===== src/rtl/video_timing_gen.sv =====
// Parametrised raster timing generator: pixel/line counters, clamped sync placement, latency-matched blank/sync/DE.
// Define VTG_INTERLACE_EN to enable the interlaced odd/even field variant (progressive otherwise).
module video_timing_gen #(
  parameter int H_ACTIVE = 336,
  parameter int H_FP     = 24,
  parameter int H_SYNC   = 24,
  parameter int H_TOTAL  = 456,
  parameter int V_ACTIVE = 240,
  parameter int V_FP     = 0,
  parameter int V_SYNC   = 3,
  parameter int V_TOTAL  = 262,
  parameter int PIX_LAT  = 1,
  parameter int RGB_W    = 8,
  parameter int SYNC_POL = 0
) (
  input  logic             clk_sys,
  input  logic             reset_n,
  input  logic             ce_pix,
  input  logic [4:0]       hoffs,
  input  logic [2:0]       voffs,
  input  logic [RGB_W-1:0] rgb_in,
  output logic [8:0]       hpos,
  output logic [8:0]       vpos,
  output logic             line_start,
  output logic             frame_start,
  output logic             hblank,
  output logic             vblank,
  output logic             hsync,
  output logic             vsync,
  output logic             de,
  output logic [RGB_W-1:0] rgb_out,
  output logic             field
);

  localparam logic [8:0]         H_LAST    = 9'(H_TOTAL - 1);
  localparam logic signed [10:0] HS_NOM    = 11'(H_ACTIVE + H_FP);
  localparam logic signed [10:0] HS_MIN    = 11'(H_ACTIVE);
  localparam logic signed [10:0] HS_MAX    = 11'(H_TOTAL - H_SYNC);
  localparam logic signed [10:0] VS_NOM    = 11'(V_ACTIVE + V_FP);
  localparam logic signed [10:0] VS_MIN    = 11'(V_ACTIVE);
  localparam logic signed [10:0] VS_MAX    = 11'(V_TOTAL - V_SYNC);
  localparam logic [3:0]         PIPE_IDLE = 4'b1100;  // {hb,vb,hs,vs}: blank, sync inactive

  logic [8:0] r_hpos, r_vpos;
  logic       r_line_start, r_frame_start;
  logic [4:0] r_hoffs;
  logic [2:0] r_voffs;
  logic [8:0] w_last_line;
  logic       w_h_wrap, w_v_wrap;

  assign w_h_wrap = (r_hpos == H_LAST);
  assign w_v_wrap = w_h_wrap && (r_vpos == w_last_line);

`ifdef VTG_INTERLACE_EN
  localparam logic [10:0] H_HALF = 11'(H_TOTAL / 2);
  logic r_field;

  // The odd field carries one extra line.
  assign w_last_line = r_field ? 9'(V_TOTAL) : 9'(V_TOTAL - 1);
  assign field       = r_field;

  always_ff @(posedge clk_sys or negedge reset_n) begin
    if (!reset_n) begin
      r_field <= 1'b0;
    end else if (ce_pix && w_v_wrap) begin
      r_field <= ~r_field;
    end
  end
`else
  assign w_last_line = 9'(V_TOTAL - 1);
  assign field       = 1'b0;
`endif

  always_ff @(posedge clk_sys or negedge reset_n) begin
    if (!reset_n) begin
      r_hpos        <= '0;
      r_vpos        <= '0;
      r_line_start  <= 1'b0;
      r_frame_start <= 1'b0;
      r_hoffs       <= '0;
      r_voffs       <= '0;
    end else begin
      r_line_start  <= ce_pix && w_h_wrap;
      r_frame_start <= ce_pix && w_v_wrap;
      if (ce_pix) begin
        if (w_h_wrap) begin
          r_hpos <= '0;
          if (w_v_wrap) begin
            r_vpos  <= '0;
            r_hoffs <= hoffs;
            r_voffs <= voffs;
          end else begin
            r_vpos <= r_vpos + 9'd1;
          end
        end else begin
          r_hpos <= r_hpos + 9'd1;
        end
      end
    end
  end

  // Sync start positions from the frame-latched offsets, clamped so the pulse stays in blanking.
  logic signed [10:0] w_hs_raw, w_vs_raw;
  logic [10:0]        w_hs_st, w_vs_st, w_hs_end, w_vs_end, w_h11, w_v11;

  always_comb begin
    w_hs_raw = HS_NOM + ({{6{r_hoffs[4]}}, r_hoffs} << 1);
    w_vs_raw = VS_NOM + {{8{r_voffs[2]}}, r_voffs};
    if (w_hs_raw < HS_MIN)      w_hs_st = HS_MIN;
    else if (w_hs_raw > HS_MAX) w_hs_st = HS_MAX;
    else                        w_hs_st = w_hs_raw;
    if (w_vs_raw < VS_MIN)      w_vs_st = VS_MIN;
    else if (w_vs_raw > VS_MAX) w_vs_st = VS_MAX;
    else                        w_vs_st = w_vs_raw;
    w_hs_end = w_hs_st + 11'(H_SYNC);
    w_vs_end = w_vs_st + 11'(V_SYNC);
    w_h11    = {2'b00, r_hpos};
    w_v11    = {2'b00, r_vpos};
  end

  logic       w_hb, w_vb, w_hs, w_vs;
  logic [3:0] w_raw, w_tap;

  assign w_hb = (r_hpos >= 9'(H_ACTIVE));
  assign w_vb = (r_vpos >= 9'(V_ACTIVE));
  assign w_hs = (w_h11 >= w_hs_st) && (w_h11 < w_hs_end);
`ifdef VTG_INTERLACE_EN
  // Odd-field vsync edges sit half a line later than the even-field ones.
  assign w_vs = r_field ?
                (((w_v11 == w_vs_st) && (w_h11 >= H_HALF)) ||
                 ((w_v11 > w_vs_st) && (w_v11 < w_vs_end)) ||
                 ((w_v11 == w_vs_end) && (w_h11 < H_HALF))) :
                ((w_v11 >= w_vs_st) && (w_v11 < w_vs_end));
`else
  assign w_vs = (w_v11 >= w_vs_st) && (w_v11 < w_vs_end);
`endif
  assign w_raw = {w_hb, w_vb, w_hs, w_vs};

  generate
    if (PIX_LAT == 0) begin : g_nolat
      assign w_tap = w_raw;
    end else begin : g_lat
      logic [3:0] r_pipe [PIX_LAT];
      always_ff @(posedge clk_sys or negedge reset_n) begin
        if (!reset_n) begin
          for (int i = 0; i < PIX_LAT; i++) r_pipe[i] <= PIPE_IDLE;
        end else if (ce_pix) begin
          r_pipe[0] <= w_raw;
          for (int i = 1; i < PIX_LAT; i++) r_pipe[i] <= r_pipe[i-1];
        end
      end
      assign w_tap = r_pipe[PIX_LAT-1];
    end
  endgenerate

  logic             r_hb, r_vb, r_hs, r_vs, r_de;
  logic [RGB_W-1:0] r_rgb;

  // Pixel and DE load on the same ce so they stay aligned.
  always_ff @(posedge clk_sys or negedge reset_n) begin
    if (!reset_n) begin
      r_hb  <= 1'b1;
      r_vb  <= 1'b1;
      r_hs  <= 1'b0;
      r_vs  <= 1'b0;
      r_de  <= 1'b0;
      r_rgb <= '0;
    end else if (ce_pix) begin
      r_hb  <= w_tap[3];
      r_vb  <= w_tap[2];
      r_hs  <= w_tap[1];
      r_vs  <= w_tap[0];
      r_de  <= ~(w_tap[3] | w_tap[2]);
      r_rgb <= (w_tap[3] | w_tap[2]) ? '0 : rgb_in;
    end
  end

  assign hpos        = r_hpos;
  assign vpos        = r_vpos;
  assign line_start  = r_line_start;
  assign frame_start = r_frame_start;
  assign hblank      = r_hb;
  assign vblank      = r_vb;
  assign hsync       = (SYNC_POL != 0) ? r_hs : ~r_hs;
  assign vsync       = (SYNC_POL != 0) ? r_vs : ~r_vs;
  assign de          = r_de;
  assign rgb_out     = r_rgb;

endmodule


===== config.mk =====
export PLATFORM = sky130hd
export DESIGN_NAME = video_timing_gen
export DESIGN_NICKNAME = d
export VERILOG_FILES = /design/src/rtl/video_timing_gen.sv
export SDC_FILE = /design/constraint.sdc
export NUM_CORES = 1
export LEC_CHECK = 0
export ABC_CLOCK_PERIOD_IN_PS = 3500
export BUFFER_PORTS_ARGS = -buffer_cell sky130_fd_sc_hd__buf_2
export CAP_MARGIN = 20
export CORE_UTILIZATION = 35
export CTS_BUF_LIST = sky130_fd_sc_hd__clkbuf_16
export CTS_CLUSTER_DIAMETER = 120
export DETAILED_ROUTE_END_ITERATION = 10
export HOLD_SLACK_MARGIN = 0.06
export MAX_ROUTING_LAYER = met4
export SKIP_LAST_GASP = 1
export SLEW_MARGIN = 20
export SYNTH_ARGS = -nofsm -noshare
export SYNTH_HDL_FRONTEND = slang
export SYNTH_SLANG_ARGS = --single-unit

===== constraint.sdc =====
create_clock -name clk_sys -period 3.5 [get_ports clk_sys]
set_input_delay 0.35 -clock clk_sys [delete_from_list [all_inputs] [get_ports clk_sys]]
set_output_delay 0.35 -clock clk_sys [all_outputs]
set_load 0.1 [all_outputs]

==> run_results.csv, run 1 <==
group,metric,value,unit
power,p_leak,1.48,nW
timing,max_freq,0.351,GHz
cts,cts-resized-gates,0,
cts,clk_pin_slew,0.06,ns
setup_path,cp-end-kind,"flop",
power,power,1.68,mW
yosys,synthSimpleGateAreaFrac,14.5,%
global_route,grt_pass1_vias,1768,
yosys,synth_common_cells,"41 x dfrtp_1, 27 x ha_1, 16 x inv_1, 16 x nand2_1, 14 x nor2_1",
yosys,yosys.area.top_type_share,40.6,%
timing,worst_slack,0.647,ns
yosys,syn_area_per_cell,10.5,um2
cts,worstSkewPairLatency,0.28,ns
yosys,synth-xor-area-share,4.15,%
cts,post_cts_buffers,0,
routing,routed-via-count,1921,
global_route,grt_max_degree,46,
die,rows,30,
yosys,syn_inst,240,
routing,route.detailed.drc,0,
place,place_ws,0.663,ns
yosys,synthAdderAreaFrac,13.4,%
yosys,ys_seq_area_share,44.7,%
die,die_x,87.0,um
timing,tightest_slew,1.01,ns
finish,area_delta_synth_final,19.1,%
yosys,synth_top_family_by_area,"simple AND/OR/NAND/NOR gates",
setup_path,path_max_fanout,8,
die,ios,53,
timing,slew_headroom,32.2,%
place,portBuffers,51,
yosys,yosysMostFrequentCell,"dfrtp_1",
finish,diodes,0,
yosys,synth.area.top_cells,"dfrtp_1 41%, ha_1 13%, mux2_2 4.9%",
global_route,track_usage,15.4,%
yosys,synth_enable_flop_cells,0,
cts,cts_buffer_depth,2,
timing,finalClockSkew,0.00749,ns
die,die_area,0.00757,mm2
routing,antenna_left,0,
global_route,grt_remaining_overflow,0,
cts,cts_tree,"built",
yosys,syn-num-nets,286,
yosys,synth_cell_types,51,
power,p_per_area,558,mW/mm2
cts,htreeDepth,2,
routing,drtIter0Drc,83,
yosys,synth_compound_area_share,13.2,%
yosys,synth.area.mux_share,6.08,%
routing,routed_wl,5160,um
setup_path,required,3.65,ns
yosys,synthFlopType,"dfrtp_1",
die,dieHeight,87.0,um
yosys,yosysWarningCount,0,
timing,tns,0,ns
finish,layout.nets,337,
timing,rsz0062_at_grt,"no",
status,run_status,"finished, final reports clean",
power,vdd_drop_max,0.000249,V
timing,post-route-min-period,2.85,ns
finish,drive_gt1_share,26.7,%
cts,holdBufCountCts,0,
global_route,antenna_found_initial,0,
routing,avgRoutedWirePerCell,13.3,um
routing,drt_pass1_iterations,4,
timing,final.period_utilization,81.5,%
min_path,hold_class,"in -> async",
yosys,async_flop_share,100,%
run,maxCapViolations,0,
cts,clock-sinks,45,
yosys,ys_ff_latch,45,
cts,cts_made_buffers,5,
place,hpwl,3840,um
routing,via_per_inst,4.95,
setup_path,reg2reg_depth,11,
setup_path,path_class,"reg -> reg",
timing,finalSetupViolCount,0,
die,initial_core_util,36.6,%
timing,hold_viol_final,0,
die,coreArea,0.00691,mm2
place,place.gp.congestion,0.824,
setup_path,crit_arrival,3.00,ns
yosys,synth.cell_area,0.00253,mm2
finish,final.fill_count,689,
yosys,yosys.area.top_type,"dfrtp_1",
timing,slew_viol_final,0,
cts,root_buffer,"clkbuf_16",
setup_path,crit_path_start_kind,"flop",
global_route,grt_pass1_wl,8570,um
placed cells by master, fill, tap and decap left out, types with 2 or more instances in the layout:
master	n
buf_2	50
dfrtp_1	41
ha_1	27
inv_1	17
nand2_1	16
nor2_1	14
o21ai_0	13
nand3_1	11
mux2_2	11
xnor2_1	9
nand4_1	8
a22o_1	8
a21oi_1	7
nand2b_1	5
clkbuf_16	5
a21o_1	4
dfstp_2	4
mux2i_1	3
xor2_1	3
a211oi_1	3
and3_1	2
nor2b_1	2
clkinv_2	2
state kept, by name, indices dropped and copies added, names as in the netlist:
signal / cells
vpos: 9
r_hs: 1
r_voffs: 3
rgb_out: 8
hpos: 9
de: 1
vblank: 1
line_start: 1
frame_start: 1
r_vs: 1
hblank: 1
r_hoffs: 5
g_lat.r_pipe: 4
final cells by class:
class                      instances  area [um2]  share of cell area [%]
clock inverter                     3        13.8                   0.457
multi-input combinational        171        1300                    43.2
inverter                          17        63.8                    2.12
clock buffer                       5         125                    4.15
timing repair buffer              51         258                    8.55
sequential                        45        1130                    37.5
tap                               96         120                    3.99
power breakdown:
group	leakage (nW)	switching [mW]	internal [mW]
Sequential	0.580	0.0882	0.566
Clock	0.0748	0.188	0.259
Combinational	0.824	0.453	0.125
critical path: stages, from the launching register on:
cell       delay (ns)
dfrtp_1          0.45
ha_1             0.26
ha_1             0.36
nand2_1          0.07
a21oi_1          0.11
o22ai_1          0.13
and2_1           0.18
ha_1             0.28
a21o_1           0.19
a2111oi_0        0.42
a2111o_1         0.18
a32oi_1          0.09
kinds of logic after synthesis:
family / Yosys count
AND/OR/NAND/NOR: 69
XOR/XNOR: 12
multiplexers: 14
AO/OA/AOI/OAI: 48
other: 1
flip-flops: 45
buffers and inverters: 24
adder cells (fa/ha/maj): 27
stage by stage:
stage / utilization [%] / cell area (um2) / std cells / hold WS, ns
2_1_floorplan: - / 2530 / 240 / 0.0544
6_report: 43.6 / 3010 / 388 / 0.0517
5_1_grt: 43.6 / 3010 / 388 / 0.102
3_5_place_dp: 41.6 / 2870 / 380 / 0.474
4_1_cts: 43.6 / 3010 / 388 / 0.273
3_3_place_gp: 41.6 / 2870 / 380 / 0.464
worst paths after layout:
path / start / to / slack, ns
worst max-delay path: r_hoffs[2] / g_lat.r_pipe[1] / 0.65
worst min-delay path: reset_n / r_voffs[0] / 0.05
worst max register to register: r_hoffs[2] / g_lat.r_pipe[1] / 0.65
worst min register to register: g_lat.r_pipe[0] / r_vs / 0.49
max in group asynchronous: reset_n / g_lat.r_pipe[3] / 3.05
min in group clk_sys: rgb_in[0] / rgb_out[0] / 0.27
routing by layer:
metal,global-route usage (%),wire [um]
met5,-,0
met4,5.45,66
met3,2.75,198
met2,23.5,2280
met1,20.4,2610
(Power assumes the default switching activity.)
==> run 2: changes to the inputs <==
--- a/config.mk
+++ b/config.mk
@@ -5,7 +5,7 @@
 export SDC_FILE = /design/constraint.sdc
 export NUM_CORES = 1
 export LEC_CHECK = 0
-export ABC_CLOCK_PERIOD_IN_PS = 3500
+export ABC_CLOCK_PERIOD_IN_PS = 2310
 export BUFFER_PORTS_ARGS = -buffer_cell sky130_fd_sc_hd__buf_2
 export CAP_MARGIN = 20
 export CORE_UTILIZATION = 35
==> constraint.sdc (replaced) <==
create_clock -name clk_sys -period 2.31 [get_ports clk_sys]
set_input_delay 0.231 -clock clk_sys [delete_from_list [all_inputs] [get_ports clk_sys]]
set_output_delay 0.231 -clock clk_sys [all_outputs]
set_load 0.1 [all_outputs]
==> run_results.csv, run 2 (synthesized netlist as in run 1, its figures left out) <==
group,metric,value,unit
setup_path,critPathMaxStageDelay,0.38,ns
min_path,hold_class,"in -> async",
run,maxCapViolations,0,
place,hpwl,4180,um
place,postPlaceCellArea,0.00304,mm2
die,coreArea,0.00691,mm2
place,place_ws,-0.0928,ns
timing,tns,-0.0778,ns
cts,clk_pin_slew,0.06,ns
cts,clock-sinks,45,
setup_path,cp_slowest_cell,"dfrtp_1",
routing,drt_pass1_iterations,4,
finish,fin_area,0.00322,mm2
die,die_x,87.0,um
power,p_int,1.53,mW
global_route,grt_remaining_overflow,0,
routing,via_per_inst,4.95,
setup_path,cp_cell_sequence,"ha_2 -> ha_4 -> nand2_2 -> a21oi_2 -> o22ai_2 -> and2_1 -> ha_1 -> a21o_1 -> a2111oi_4 -> a2111o_1 -> a32oi_1",
global_route,grt_pass1_wl,9340,um
setup_path,path_class,"reg -> reg",
routing,antenna_left,0,
die,die_area,0.00757,mm2
power,vdd_drop_max,0.000467,V
global_route,grt_max_degree,40,
timing,finalClockSkew,0.00610,ns
power,p_switching,1.15,mW
global_route,grt_pass1_vias,2014,
timing,hold_viol_final,0,
timing,worst_slack,-0.0778,ns
setup_path,crit_path_start_kind,"flop",
power,p_leak,1.57,nW
setup_path,required,2.47,ns
finish,final.fill_count,665,
setup_path,timing.critical_path.max_delay_family,"compound AO/OA/AOI/OAI gates",
routing,route.detailed.drc,0,
global_route,antenna_found_initial,0,
routing,routed-via-count,2015,
finish,drive_gt1_share,33.8,%
routing,routed_wl,5430,um
setup_path,crit_buf_inv,0,
cts,worstSkewPairLatency,0.28,ns
timing,finalSetupViolCount,1,
setup_path,cp-end-kind,"flop",
cts,cts_tree,"built",
power,clockPowerShare,25.7,%
power,power_frac_comb,39.7,%
timing,final.period_utilization,103,%
power,seqPwrFrac,34.5,%
die,dieHeight,87.0,um
finish,layout.nets,356,
timing,max_freq,0.419,GHz
global_route,track_usage,16.6,%
die,initial_core_util,36.6,%
power,power,2.67,mW
timing,slew_viol_final,0,
die,rows,30,
timing,rsz0062_at_grt,"yes",
timing,tightest_slew,0.888,ns
cts,cts_buffer_depth,2,
finish,layout_commonest_cell,"buf_2",
routing,avgRoutedWirePerCell,13.4,um
cts,root_buffer,"clkbuf_16",
place,portBuffers,51,
finish,area_delta_synth_final,27.2,%
timing,post-route-min-period,2.39,ns
routing,drtIter0Drc,100,
die,ios,53,
power,p_per_area,830,mW/mm2
status,failed_checks,"negative setup slack",
timing,slew_headroom,40.8,%
cts,htreeDepth,2,
power,switching_share,42.9,%
status,run_status,"finished with violations",
place,place.gp.congestion,0.814,
setup_path,path_max_fanout,3,
cts,cts_made_buffers,5,
setup_path,crit_arrival,2.54,ns
finish,diodes,0,
finish,final_cell_mix,"51 x buf_2, 40 x dfrtp_1, 24 x ha_1",
==> run 2: repair_timing <==
action / CTS / global route
gates resized for setup: 4 / 1
endpoints found under the hold margin: 0 / 0
hold buffers: 0 / 0
pin swaps: 7 / 0
setup endpoints to repair: 1 / 1
buffers inserted: 1 / 0
==> run 2: final cells by class <==
type                            count  area (um2)  share of cell area (%)
Clock inverter                      3        17.5                   0.545
Sequential cell                    45        1130                    35.2
Clock buffer                        5         125                    3.89
Multi-Input combinational cell    171        1360                    42.3
Tap cell                           96         120                    3.73
Timing Repair Buffer               70         398                    12.4
Inverter                           17        63.8                    1.98
==> run 2: worst paths after layout <==
check | from | slack [ns] | cells after the start | endpoint
worst max-delay path | r_hoffs[2] | -0.08 | 11 | g_lat.r_pipe[1]
worst min-delay path | reset_n | 0.07 | 1 | vpos[1]
worst max register to register | r_hoffs[2] | -0.08 | 11 | g_lat.r_pipe[1]
worst min register to register | g_lat.r_pipe[0] | 0.48 | 2 | r_vs
max in group asynchronous | reset_n | 1.60 | 2 | r_hs
min in group clk_sys | rgb_in[4] | 0.16 | 2 | rgb_out[4]
==> run 2: per-layer routing <==
layer  global-route usage, %  wire length [um]
met4                    6.36                74
met2                    26.0              2490
met3                    3.22               225
met1                    21.2              2640
met5                       -                 0
==> run 2: metrics by stage <==
step                      utilization, %  cells  hold slack (ns)
after floorplan                        -    240          -0.0646
after global placement              44.0    398            0.396
after detailed placement            44.0    398            0.412
after CTS                           46.4    407           0.0988
after global routing                46.6    407            0.139
final                               46.6    407           0.0666
==> run 2: power groups by stage <==
stage / Clock (mW) / Sequential [mW] / Combinational [mW]
CTS: 0.712 / 0.923 / 1.05
floorplan: 0 / 1.46 / 0.256
detailed placement: 0 / 0.934 / 1.05
finish: 0.687 / 0.922 / 1.06
global placement: 0 / 0.934 / 1.04
global route: 0.743 / 0.935 / 1.13
